### config.mk
export PLATFORM = sky130hd
export DESIGN_NAME = multicycle_ctrl
export DESIGN_NICKNAME = d
export VERILOG_FILES = /design/src/rtl/multicycle_pkg.sv /design/src/rtl/multicycle_decode.sv /design/src/rtl/multicycle_ctrl.sv
export SDC_FILE = /design/constraint.sdc
export NUM_CORES = 1
export LEC_CHECK = 0
export ABC_AREA = 1
export CORE_MARGIN = 1
export CORE_UTILIZATION = 34
export CTS_CLUSTER_SIZE = 10
export DETAILED_ROUTE_END_ITERATION = 8
export GPL_TIMING_DRIVEN = 1
export MAX_ROUTING_LAYER = met4
export PLACE_DENSITY = 0.82
export SYNTH_ARGS = -nofsm -noshare
export SYNTH_HDL_FRONTEND = slang
export SYNTH_SLANG_ARGS = --single-unit
### constraint.sdc
create_clock -name CLK -period 1.5 [get_ports CLK]
set_input_delay 0.375 -clock CLK [delete_from_list [all_inputs] [get_ports CLK]]
set_output_delay 0.375 -clock CLK [all_outputs]
set_load 0.01 [all_outputs]
### src/rtl/multicycle_pkg.sv
// Shared encodings for the multicycle control unit: FSM states, opcodes,
// ALU operations, next-PC and write-register selects, instruction classes.
package multicycle_pkg;

    typedef enum logic [2:0] {
        S_IF   = 3'b000,
        S_ID   = 3'b001,
        S_EXE  = 3'b010,
        S_MEM  = 3'b011,
        S_WB   = 3'b100,
        S_HALT = 3'b111
    } state_e;

    localparam logic [5:0] OP_ADD  = 6'b000000;
    localparam logic [5:0] OP_SUB  = 6'b000001;
    localparam logic [5:0] OP_ADDI = 6'b000010;
    localparam logic [5:0] OP_OR   = 6'b010000;
    localparam logic [5:0] OP_AND  = 6'b010001;
    localparam logic [5:0] OP_ORI  = 6'b010010;
    localparam logic [5:0] OP_SLL  = 6'b011000;
    localparam logic [5:0] OP_SLT  = 6'b100110;
    localparam logic [5:0] OP_SW   = 6'b110000;
    localparam logic [5:0] OP_LW   = 6'b110001;
    localparam logic [5:0] OP_BEQ  = 6'b110100;
    localparam logic [5:0] OP_J    = 6'b111000;
    localparam logic [5:0] OP_JR   = 6'b111001;
    localparam logic [5:0] OP_JAL  = 6'b111010;
    localparam logic [5:0] OP_HALT = 6'b111111;

    typedef enum logic [2:0] {
        ALU_ADD = 3'b000,
        ALU_SUB = 3'b001,
        ALU_SLL = 3'b010,
        ALU_OR  = 3'b011,
        ALU_AND = 3'b100,
        ALU_SLT = 3'b101
    } alu_op_e;

    typedef enum logic [1:0] {
        PC_SEQ    = 2'b00,
        PC_BRANCH = 2'b01,
        PC_JR     = 2'b10,
        PC_JUMP   = 2'b11
    } pc_src_e;

    typedef enum logic [1:0] {
        RD_RA = 2'b00,
        RD_RT = 2'b01,
        RD_RD = 2'b10
    } reg_dst_e;

    typedef enum logic [3:0] {
        CLS_RTYPE,
        CLS_IMM,
        CLS_LW,
        CLS_SW,
        CLS_BEQ,
        CLS_J,
        CLS_JR,
        CLS_JAL,
        CLS_HALT,
        CLS_UNDEF
    } insn_class_e;

endpackage

### src/rtl/multicycle_decode.sv
// Combinational opcode decode: instruction class plus the ALU controls
// the control FSM drives during EXE.
module multicycle_decode
    import multicycle_pkg::*;
(
    input  logic [5:0]  opcode,
    output insn_class_e cls,
    output logic [2:0]  alu_op,
    output logic        alu_src_a,
    output logic        alu_src_b,
    output logic        ext_sel
);

    always_comb begin
        // NOTE: every output gets a default first so no path infers a latch.
        cls       = CLS_UNDEF;
        alu_op    = ALU_ADD;
        alu_src_a = 1'b0;
        alu_src_b = 1'b0;
        ext_sel   = 1'b1;
        case (opcode)
            OP_ADD:  cls = CLS_RTYPE;
            OP_SUB:  begin cls = CLS_RTYPE; alu_op = ALU_SUB; end
            OP_OR:   begin cls = CLS_RTYPE; alu_op = ALU_OR;  end
            OP_AND:  begin cls = CLS_RTYPE; alu_op = ALU_AND; end
            OP_SLT:  begin cls = CLS_RTYPE; alu_op = ALU_SLT; end
            OP_SLL:  begin cls = CLS_RTYPE; alu_op = ALU_SLL; alu_src_a = 1'b1; end
            OP_ADDI: begin cls = CLS_IMM;   alu_src_b = 1'b1; end
            OP_ORI:  begin
                cls       = CLS_IMM;
                alu_op    = ALU_OR;
                alu_src_b = 1'b1;
                ext_sel   = 1'b0;
            end
            OP_LW:   begin cls = CLS_LW;  alu_src_b = 1'b1; end
            OP_SW:   begin cls = CLS_SW;  alu_src_b = 1'b1; end
            OP_BEQ:  begin cls = CLS_BEQ; alu_op = ALU_SUB; end
            OP_J:    cls = CLS_J;
            OP_JR:   cls = CLS_JR;
            OP_JAL:  cls = CLS_JAL;
            OP_HALT: cls = CLS_HALT;
            default: cls = CLS_UNDEF;
        endcase
    end

endmodule

### src/rtl/multicycle_ctrl.sv
// Multicycle control FSM (IF/ID/EXE/MEM/WB/HALT) driving all datapath enables.
// Define MULTICYCLE_CTRL_INSN_CNT_EN to add the retired-instruction counter insn_cnt.
module multicycle_ctrl
    import multicycle_pkg::*;
(
    input  logic        CLK,
    input  logic        RST,
    input  logic [5:0]  opcode,
    input  logic        zero,
    output logic        PCWre,
    output logic [1:0]  PCSrc,
    output logic        IRWre,
    output logic        RegWre,
    output logic [1:0]  RegDst,
    output logic        WrRegDSrc,
    output logic        ALUSrcA,
    output logic        ALUSrcB,
    output logic [2:0]  ALUOp,
    output logic        ExtSel,
    output logic        mRD,
    output logic        mWR,
    output logic        DBDataSrc,
    output logic [2:0]  state
`ifdef MULTICYCLE_CTRL_INSN_CNT_EN
    ,
    output logic [31:0] insn_cnt
`endif
);

    state_e      state_q;
    insn_class_e cls;
    logic [2:0]  dec_alu_op;
    logic        dec_src_a;
    logic        dec_src_b;
    logic        dec_ext;

    multicycle_decode u_decode (
        .opcode    (opcode),
        .cls       (cls),
        .alu_op    (dec_alu_op),
        .alu_src_a (dec_src_a),
        .alu_src_b (dec_src_b),
        .ext_sel   (dec_ext)
    );

    always_ff @(posedge CLK) begin
        // NOTE: non-blocking so every register updates from pre-edge values.
        if (RST) begin
            state_q <= S_IF;
        end else begin
            case (state_q)
                S_IF:  state_q <= S_ID;
                S_ID:  case (cls)
                    CLS_J, CLS_JR, CLS_JAL, CLS_UNDEF: state_q <= S_IF;
                    CLS_HALT:                          state_q <= S_HALT;
                    default:                           state_q <= S_EXE;
                endcase
                S_EXE: case (cls)
                    CLS_BEQ:        state_q <= S_IF;
                    CLS_LW, CLS_SW: state_q <= S_MEM;
                    default:        state_q <= S_WB;
                endcase
                S_MEM:  state_q <= (cls == CLS_LW) ? S_WB : S_IF;
                S_WB:   state_q <= S_IF;
                S_HALT: state_q <= S_HALT;
                default: state_q <= S_IF;
            endcase
        end
    end

    // Reset gates every enable so an abandoned instruction cannot write.
    assign state = RST ? S_IF : state_q;

    always_comb begin
        PCWre     = 1'b0;
        PCSrc     = PC_SEQ;
        IRWre     = 1'b0;
        RegWre    = 1'b0;
        RegDst    = RD_RA;
        WrRegDSrc = 1'b0;
        ALUSrcA   = 1'b0;
        ALUSrcB   = 1'b0;
        ALUOp     = ALU_ADD;
        ExtSel    = 1'b0;
        mRD       = 1'b0;
        mWR       = 1'b0;
        DBDataSrc = 1'b0;
        if (!RST) begin
            case (state_q)
                S_IF: IRWre = 1'b1;
                S_ID: case (cls)
                    CLS_J:     begin PCWre = 1'b1; PCSrc = PC_JUMP; end
                    CLS_JR:    begin PCWre = 1'b1; PCSrc = PC_JR;   end
                    CLS_JAL:   begin
                        PCWre     = 1'b1;
                        PCSrc     = PC_JUMP;
                        RegWre    = 1'b1;
                        RegDst    = RD_RA;
                        WrRegDSrc = 1'b0;
                    end
                    CLS_UNDEF: begin PCWre = 1'b1; PCSrc = PC_SEQ; end
                    default: ;
                endcase
                S_EXE: begin
                    ALUOp   = dec_alu_op;
                    ALUSrcA = dec_src_a;
                    ALUSrcB = dec_src_b;
                    ExtSel  = dec_ext;
                    if (cls == CLS_BEQ) begin
                        PCWre = 1'b1;
                        PCSrc = zero ? PC_BRANCH : PC_SEQ;
                    end
                end
                S_MEM: begin
                    if (cls == CLS_LW) begin
                        mRD = 1'b1;
                    end else begin
                        mWR   = 1'b1;
                        PCWre = 1'b1;
                    end
                end
                S_WB: begin
                    RegWre    = 1'b1;
                    WrRegDSrc = 1'b1;
                    PCWre     = 1'b1;
                    RegDst    = (cls == CLS_RTYPE) ? RD_RD : RD_RT;
                    DBDataSrc = (cls == CLS_LW);
                end
                default: ;
            endcase
        end
    end

`ifdef MULTICYCLE_CTRL_INSN_CNT_EN
    always_ff @(posedge CLK) begin
        if (RST) begin
            insn_cnt <= '0;
        end else if (PCWre) begin
            insn_cnt <= insn_cnt + 32'd1;
        end
    end
`endif

endmodule

==> impl_metrics.ini, run 1 <==
[die]
num_rows = 14
ios = 29
start_util = 0.366
die_h_um = 42.3
die_x_um = 42.3

[yosys]
synthArstFlopShare = 0
netlist.area_leader.share = 0.184
synthFlopType = dfxtp_1
synth-edff-count = 0
yosys-top-cells-area = nor2_1 18%, nand3_1 15%, nand2_1 13%, dfxtp_1 11%, inv_1 9.5%
ys_seq_area_frac = 0.109
ys_warn_count = 0
synth_seq_cells = 3
syn_area_um2 = 552
synth_area_per_cell_um2 = 5.06
synth_cells = 109
synth_common_cells = 27 x nor2_1, 19 x nand2_1, 16 x nand3_1
synth_nets = 118
synth.most_common_cell = nor2_1
synth.distinct_cells = 19
synth_area_leader_cell = nor2_1

[cts]
cts_hold_buffers = 0
numClockSinks = 3
cts_root_buf = clkbuf_4
cts_max_level = 1
numCtsBuffers = 3
clk_path_buf_depth = 2

[timing]
crit_endpoint = PCWre
endpoint_type = output port

[grt]
grt_max_degree = 12

[placement]
place_congestion = 0.920
io_buffer_count = 28
dp_hpwl_mm = 1.70

[status]
error_line = [ERROR DPL-0038] Utilization greater than 100%, impossible to legalize
stop_stage = 5_1_grt
status = aborted with a tool error
==> through the flow <==
| stage | utilization | cells | TNS [ns] | instance area (µm²) | setup WS (ns) |
|---|---|---|---|---|---|
| 2_1_floorplan | - | 109 | -0.0269 | 598 | -0.0269 |
| 3_3_place_gp | 0.721 | 178 | -18.06 | 1090 | -1.12 |
| 3_5_place_dp | 0.721 | 178 | -18.72 | 1090 | -1.14 |
| 4_1_cts | 0.903 | 205 | -3.16 | 1360 | -0.278 |
==> logic make-up after synthesis <==
logic type,Yosys count,synth area share
AND/OR/NAND/NOR,75,0.619
flip-flops,3,0.109
AO/OA/AOI/OAI,12,0.129
buffers and inverters,19,0.143
==> what timing repair did <==
action	4_1_cts
gates resized for setup	165
buffers inserted	23
setup endpoints to repair	23
pin swaps	24
==> run 2, diff against run 1 <==
CORE_AREA = 2 2 63 65   (was default)
CORE_MARGIN = default   (was 1)
CORE_UTILIZATION = default   (was 34)
CTS_CLUSTER_SIZE = default   (was 10)
DIE_AREA = 0 0 65 67   (was default)
MAX_ROUTING_LAYER = default   (was met4)
PLACE_DENSITY = default   (was 0.82)
PLACE_DENSITY_LB_ADDON = 0.15   (was default)
clock period = 2 ns   (was 1.5 ns; I/O delays follow)
==> impl_metrics.ini, run 2 <==
[routing]
drt-total-wl_mm = 2.74
dr.first_iter.drc_count = 21
drtPass1Iterations = 4
num_vias = 1017
wl_per_cell_um = 11.3
ant_nets = 0
drc = 0
via_per_inst = 4.19

[critical_path]
worstPathArrival_ns = 1.59
cp_cell_sequence = buf_2 > inv_2 > nor2_4 > nand3_1 > nand2_1 > nor2_2 > nand3_2 > nand2_1 > nand2_1 > a21oi_2 > buf_2
critPathRequiredTime_ns = 1.50
crit_buf_inv = 3
crit_slowest_cell = nor2_2
cp-end-kind = primary output
cp_max_fo = 4
critical_path.most_common_cell = nand2_1
critical-path-max-stage-delay_ns = 0.16
cp_top_family = simple AND/OR/NAND/NOR gates
critPathKind = in2out
startpoint_type = input pin

[pwr]
power.density_nw_per_um2 = 295
power.share.clock = 0.383
pwr-share-seq = 0.146
switchingPower_uw = 148
leakagePower_uw = 0.000738
ir_drop_v = 0.000269
swShare = 0.323
internal_power_uw = 310
comb_power_share = 0.471

[yosys]
ys_warn_count = 0
synth_area_per_cell_um2 = 5.06
synthArstFlopShare = 0
synth_cells = 109
yosys-top-cells-area = nor2_1 18%, nand3_1 15%, nand2_1 13%, dfxtp_1 11%, inv_1 9.5%
synth_seq_cells = 3
syn_area_um2 = 552
synth_nets = 118
synth-edff-count = 0
ys_seq_area_frac = 0.109
synth_common_cells = 27 x nor2_1, 19 x nand2_1, 16 x nand3_1
synth.most_common_cell = nor2_1
synthFlopType = dfxtp_1
synth.distinct_cells = 19
synth_area_leader_cell = nor2_1
netlist.area_leader.share = 0.184

[timing]
max_slew_margin = 0.835
rsz0062_at_grt = true
clock_skew_ns = 0.00319
setup_viol = 3
worst_hold_slack_ns = 0.696
fin_crit_sh = 1.05
tightest_slew_ns = 0.247
slew_violations = 0
finalHoldViolCount = 0
tns_ns = -0.140
fmax_mhz = 478
period_minus_slack_ns = 2.09
setup_slack_ns = -0.0929

[die]
num_rows = 22
dieArea_um2 = 4360
ios = 29
start_util = 0.153
core_area_um2 = 3610
die_h_um = 67
die_x_um = 65

[cts]
numClockSinks = 3
cts_hold_buffers = 0
cts_tree = done
numCtsBuffers = 3
cts_root_buf = clkbuf_8
cts_max_level = 1
clk_path_buf_depth = 2
clock_latency_ns = 0.21
clk_pin_slew_ns = 0.03

[finish]
final_common_cell = buf_4
fin_util = 0.431
largest_reg_flops = 3
fillers = 379
fin_nets = 205
final_cell_mix = 49 x buf_4, 15 x nor2_1, 13 x buf_2
finalNonFillerCells = 243
area_growth_syn_to_layout_pct = 181
reg_top3 = state_q x3
regMostFlops = state_q
drive_above_1_share = 0.687
diodes = 0

[grt]
grt_max_degree = 10
grt_pass1_vias = 958
grt_usage = 0.119
grt_pass1_wl_mm = 4.20
grt.overflow.total = 0
antenna_found_initial = 0

[placement]
io_buffer_count = 28
dp_hpwl_mm = 1.89
placed_cells = 223
place_congestion = 0.860

[status]
status = finished, violations left
violations = negative setup slack

[worst_hold_path]
hp-class = reg2reg

[flow_run]
maxCapViolCount = 0
==> run 2: repair_timing <==
action,CTS,global route
setup endpoints to repair,20,12
buffers inserted,8,9
resized for setup,125,51
pin swaps,15,24
==> run 2: path summary, 6_finish.rpt <==
kind                                   end  cells past startpoint        from  slack (ns)
worst min register to register  state_q[0]                      4  state_q[1]        0.70
worst max-delay path                 PCWre                     11   opcode[4]       -0.09
worst max register to register  state_q[0]                      9  state_q[0]        0.60
worst min-delay path            state_q[0]                      4  state_q[1]        0.70
==> run 2: kinds of logic after synthesis <==
group | synth area share
AOI/OAI and AO/OA | 0.129
and+or+nand+nor | 0.619
DFF | 0.109
buffers and inverters | 0.143
==> run 2: layout make-up <==
| cell class | instances | area (µm²) | share of cell area |
|---|---|---|---|
| repair buffers | 84 | 653 | 0.421 |
| flip-flops and latches | 3 | 62.6 | 0.0403 |
| inverters | 17 | 71.3 | 0.0459 |
| multi-input cells | 87 | 661 | 0.425 |
| clock buffers | 4 | 45.0 | 0.0290 |
| well taps | 48 | 60.1 | 0.0387 |
==> run 2: tightest hold or removal path, stage by stage, from the launching register on <==
cell and delay [ns]:
dfxtp_2 0.32, nor2_2 0.09, buf_4 0.11, a211oi_1 0.05
nor2_1 0.08
==> run 2: stage by stage <==
step	total power [µW]	instance area [µm²]	setup slack, ns
2_1_floorplan	123	552	0.182
4_1_cts	417	1330	-0.0775
3_3_place_gp	216	1180	-0.968
3_5_place_dp	215	1180	-0.964
6_report	457	1550	-0.0929
5_1_grt	483	1550	-0.156
==> run 2: per-layer routing <==
| layer | vias to the layer above | wire (µm) | GRT usage |
|---|---|---|---|
| met4 | 0 | 23 | 0.0160 |
| li1 | 535 | - | - |
| met5 | - | 0 | 0 |
| met2 | 18 | 1520 | 0.216 |
| met3 | 2 | 72 | 0.0135 |
| met1 | 462 | 1130 | 0.153 |
==> run 2: power by group through the flow <==
stage               registers [µW]  clock network (µW)  logic [µW]
floorplan                     66.8                   0        56.2
global placement              66.3                   0         149
detailed placement            66.2                   0         149
CTS                           65.4                 177         175
global route                  67.2                 183         233
finish                        66.8                 175         215
Note: power is estimated with default switching activity, not from simulation.
